$ cat src/rtl/branch_feedback_queue.sv
// Branch feedback queue: buffers committed branch outcomes from the ROB and
// drains them in commit order into the predictor's feedback port whenever
// the fetcher is not requesting a prediction. Also keeps saturating counts
// of accepted and mispredicted branches for performance debug.
module branch_feedback_queue #(
  parameter int unsigned ADDR_WIDTH = 32,
  parameter int unsigned DEPTH      = 8,
  parameter int unsigned PTR_WIDTH  = 3
) (
  input  logic                  Sys_clk,
  input  logic                  Sys_rst,
  input  logic                  Sys_rdy,
  input  logic                  RBBF_commit_en,
  input  logic [ADDR_WIDTH-1:0] RBBF_pc,
  input  logic                  RBBF_taken,
  input  logic                  RBBF_mispredict,
  output logic                  BFRB_full,
  input  logic                  IFPD_predict_en,
  output logic                  BFPD_feedback_en,
  output logic                  BFPD_branch_result,
  output logic [ADDR_WIDTH-1:0] BFPD_feedback_pc,
  output logic [31:0]           BF_branch_cnt,
  output logic [31:0]           BF_mispredict_cnt
);

  localparam int unsigned CNT_WIDTH  = PTR_WIDTH + 1;
  localparam int unsigned STAT_WIDTH = 32;

  logic [ADDR_WIDTH-1:0] pc_mem [DEPTH];
  logic [DEPTH-1:0]      taken_mem;

  logic [PTR_WIDTH-1:0]  head;
  logic [PTR_WIDTH-1:0]  tail;
  logic [CNT_WIDTH-1:0]  count;

  logic                  push;
  logic                  pop;

  // Full and feedback-valid decode from registered occupancy; no bypass path.
  always_comb begin
    BFRB_full          = (count == CNT_WIDTH'(DEPTH));
    BFPD_feedback_en   = (count != '0) & ~IFPD_predict_en & Sys_rdy;
    push               = RBBF_commit_en & ~BFRB_full & Sys_rdy;
    pop                = BFPD_feedback_en;
    BFPD_branch_result = taken_mem[head];
    BFPD_feedback_pc   = pc_mem[head];
  end

  // Entry storage is not reset; only occupancy tracking makes entries live.
  always_ff @(posedge Sys_clk) begin
    if (Sys_rst && push) begin
      pc_mem[tail]    <= RBBF_pc;
      taken_mem[tail] <= RBBF_taken;
    end
  end

  // Pointers and occupancy; pointers wrap naturally since DEPTH is 2**PTR_WIDTH.
  always_ff @(posedge Sys_clk) begin
    if (!Sys_rst) begin
      head  <= '0;
      tail  <= '0;
      count <= '0;
    end else begin
      if (push) tail <= tail + PTR_WIDTH'(1);
      if (pop)  head <= head + PTR_WIDTH'(1);
      case ({push, pop})
        2'b10:   count <= count + CNT_WIDTH'(1);
        2'b01:   count <= count - CNT_WIDTH'(1);
        default: count <= count;
      endcase
    end
  end

  // Saturating performance counters, bumped only on accepted commits.
  always_ff @(posedge Sys_clk) begin
    if (!Sys_rst) begin
      BF_branch_cnt     <= '0;
      BF_mispredict_cnt <= '0;
    end else if (push) begin
      if (BF_branch_cnt != '1)
        BF_branch_cnt <= BF_branch_cnt + STAT_WIDTH'(1);
      if (RBBF_mispredict && (BF_mispredict_cnt != '1))
        BF_mispredict_cnt <= BF_mispredict_cnt + STAT_WIDTH'(1);
    end
  end

endmodule
$ cat config.mk
export PLATFORM = sky130hd
export DESIGN_NAME = branch_feedback_queue
export DESIGN_NICKNAME = d
export VERILOG_FILES = /design/src/rtl/branch_feedback_queue.sv
export SDC_FILE = /design/constraint.sdc
export NUM_CORES = 1
export LEC_CHECK = 0
export BUFFER_PORTS_ARGS = -buffer_cell sky130_fd_sc_hd__buf_4
export CAP_MARGIN = 30
export CELL_PAD_IN_SITES_DETAIL_PLACEMENT = 0
export CELL_PAD_IN_SITES_GLOBAL_PLACEMENT = 1
export CORE_MARGIN = 4
export CORE_UTILIZATION = 39
export CTS_CLUSTER_DIAMETER = 200
export DETAILED_ROUTE_END_ITERATION = 8
export PLACE_DENSITY = 0.69
export SLEW_MARGIN = 40
export SYNTH_ARGS = -nofsm -noshare
export SYNTH_HDL_FRONTEND = slang
export SYNTH_SLANG_ARGS = --single-unit
$ cat constraint.sdc
create_clock -name Sys_clk -period 5.1 [get_ports Sys_clk]
set_clock_uncertainty 0.2 [all_clocks]
set_input_delay 0.51 -clock Sys_clk [delete_from_list [all_inputs] [get_ports Sys_clk]]
set_output_delay 0.51 -clock Sys_clk [all_outputs]
set_load 0.01 [all_outputs]
==> out/results.tsv <==
stage	metric	value	unit
placed_design	Placed Cells incl. Taps	1414	
detailed_routing	wire per inst	19.93	um
timing	Final Hold Viols	0	
power	Leak	5.391	nW
floorplanning	FP Rows	68	
detailed_routing	DR pass1 iterations	5	
floorplanning	Initial Utilization	39.71	%
placed_design	Post-Place Setup Slack	2.025	ns
logic_synthesis	top_reg_cell synth	edfxtp_1	
clocking	worst-case clock buffer depth	3	
timing	slew margin rel.	47.94	%
global_route	largest net degree at the start of global routing	39	
clocking	H-tree depth	2	
critical_path	Worst EP arrival	2.78	ns
critical_path	Crit path required time	4.39	ns
detailed_routing	via count	7953	
flow_run	Max-Cap Viols	0	
logic_synthesis	post-synthesis register bit count	341	
clocking	root buffer cell	clkbuf_16	
logic_synthesis	Yosys top cell by area	edfxtp_1	
logic_synthesis	synth cell count leaders	edfxtp_1, dfxtp_1, mux4_2, nand2_1, nor2_1	
floorplanning	Top Ports	138	
clocking	CTS resizes	0	
final_layout	nets	1050	
logic_synthesis	Post-Syn Nets	892	
floorplanning	CORE AREA	34630	sq um
logic_synthesis	Syn Area/Cell	16.26	sq um
global_route	global-route wire length before repair	46.13	mm
run_status	outcome	complete, no violations	
global_route	GRT Util Overall	15.15	%
logic_synthesis	Syn. warnings	0	
clocking	clock slew at reported path FFs	0.06	ns
clocking	clock sink total	341	
placed_design	gp weighted congestion	0.7545	
timing	fmax	0.2866	GHz
power	Peak VDD IR	0.0002154	V
final_layout	fin util	48.10	%
placed_design	I/O Buffers	137	
detailed_routing	Initial DRC Count	329	
timing	fin crit share	68.43	%
timing	final setup violation count	0	
hold_path	Hold Path Class	in2reg	
floorplanning	Die X	195.8	um
clocking	CTS Buf Count	38	
power	Pwr per Cell Area	357.0	nW/um^2
clocking	Worst-Skew Late Latency	0.52	ns
critical_path	crit-path max FO	38	
global_route	vias in the first global route	7839	
global_route	total grt overflow	0	
timing	min cycle time layout	3.490	ns
placed_design	detailed placer's ending HPWL	17.66	mm
detailed_routing	DRC viols	0	
detailed_routing	drt via density	5.338	
detailed_routing	Final ANT Viol Nets	0	
critical_path	crit path launch type	flip-flop	
floorplanning	die height	195.8	um
floorplanning	die area	38330	sq um
logic_synthesis	top-count cell post-synth	edfxtp_1	
critical_path	Crit. End Element	primary output	
timing	max-slew violations	0	
logic_synthesis	Synth Instances	846	
logic_synthesis	Synth cell types	51	
timing	RSZ-0062 raised after global routing	false	
final_layout	Area Growth Syn to Fin	21.12	%
clocking	CTS tree	done	
global_route	initial antenna violation count	1	
logic_synthesis	EDFF count, synth	264	
logic_synthesis	Async S/R FF share, synth	0	%
timing	Slew @ Worst Pin	0.7790	ns
timing	post-route worst setup slack	1.610	ns
critical_path	WS Path Type	reg2out	
detailed_routing	total length of routed wires	29.69	mm
final_layout	share of cells above drive strength 1	31.43	%
logic_synthesis	Synth top area share	57.65	%
logic_synthesis	Post-Synthesis Cell Area	13750	sq um
logic_synthesis	post-synthesis sequential area ratio	68.86	%
logic_synthesis	largest cells by area after synthesis	edfxtp_1, dfxtp_1, mux4_2	
final_layout	Finished Layout Cells	1490	
==> layout make-up <==
cell class,instances,area (sq um)
multi-input cells,458,4154
inverters,6,22.52
well taps,455,569.3
clock inverters,22,202.7
diodes,1,2.502
repair buffers,159,1239
fillers,2969,17970
clock buffers,48,988.4
flip-flops and latches,341,9478
==> sequential cells by signal, indices dropped and copies added, names as in the netlist, named ones only <==
name               count
taken_mem              8
pc_mem               256
head                   3
tail                   3
BF_mispredict_cnt     32
BF_branch_cnt         32
count                  4
==> report_power, final <==
| group | internal [mW] | switching [mW] |
|---|---|---|
| registers | 3.01 | 0.0235 |
| logic | 0.166 | 0.151 |
| clock network | 1.54 | 1.06 |
==> per-layer routing <==
metal | track usage, % | share of wire, % | vias to the layer above
met4 | 3.388 | 1.4 | 0
met5 | 0 | 0 | -
met3 | 3.177 | 5.7 | 41
met1 | 21.68 | 45 | 3986
met2 | 24.13 | 48 | 202
li1 | - | - | 3724
==> per-stage QoR <==
stage | power (mW) | area [sq um] | hold WS (ns) | TNS (ns)
after floorplan | 3.272 | 13750 | 0.2955 | -6.320
final | 5.946 | 16660 | 0.02773 | 0
after global routing | 6.177 | 16660 | 0.01253 | 0
after CTS | 6.037 | 16650 | 0.00006650 | 0
after global placement | 3.400 | 15350 | 0.2726 | 0
after detailed placement | 3.416 | 15410 | 0.2830 | 0
==> cells by family after synthesis <==
family                     Yosys count  synth area share [%]
DFF                                341                 68.86
muxes                              110                 14.31
and+or+nand+nor                    229                 9.271
buffers and inverters               47                 1.356
adders and majority gates            7                0.6369
AOI/OAI and AO/OA                   86                 3.912
xor gates and xnor gates            26                 1.656
==> cell usage in the layout, fill, tap and decap left out, types with 14 or more instances in the layout <==
cell type,Yosys,final
xnor2_1,19,19
or4_1,22,22
mux2_2,33,33
o21ai_0,14,14
dfxtp_1,77,74
buf_4,0,152
mux4_2,66,66
nor4_1,17,14
edfxtp_1,264,264
nand3_1,26,26
nand2_1,42,42
or3_1,14,14
nor2_1,37,36
o31ai_1,17,17
a21oi_1,34,34
clkbuf_16,0,38
nand4_1,19,19
==> worst paths after layout <==
| path | from | endpoint | slack (ns) | cells after the start |
|---|---|---|---|---|
| min reg2reg | BF_mispredict_cnt[31] | BF_mispredict_cnt[31] | 0.29 | 2 |
| max | flip-flop | BFPD_feedback_pc[23] | 1.61 | 4 |
| min | RBBF_pc[21] | pc_mem[5][21] | 0.03 | 1 |
| max reg2reg | count[1] | count[2] | 2.01 | 10 |
==> timing repair <==
action	CTS	global route
setup endpoints to repair	0	0
hold buffers	5	0
endpoints found under the hold margin	27	0
setup buffers	0	0
==> critical path, stage by stage (launching register included) <==
cell and delay (ns):
dfxtp_2 0.81, buf_4 0.59, mux4_2 0.38, mux2_2 0.31, buf_4 0.15
Note: power is estimated with default switching activity, not from simulation.
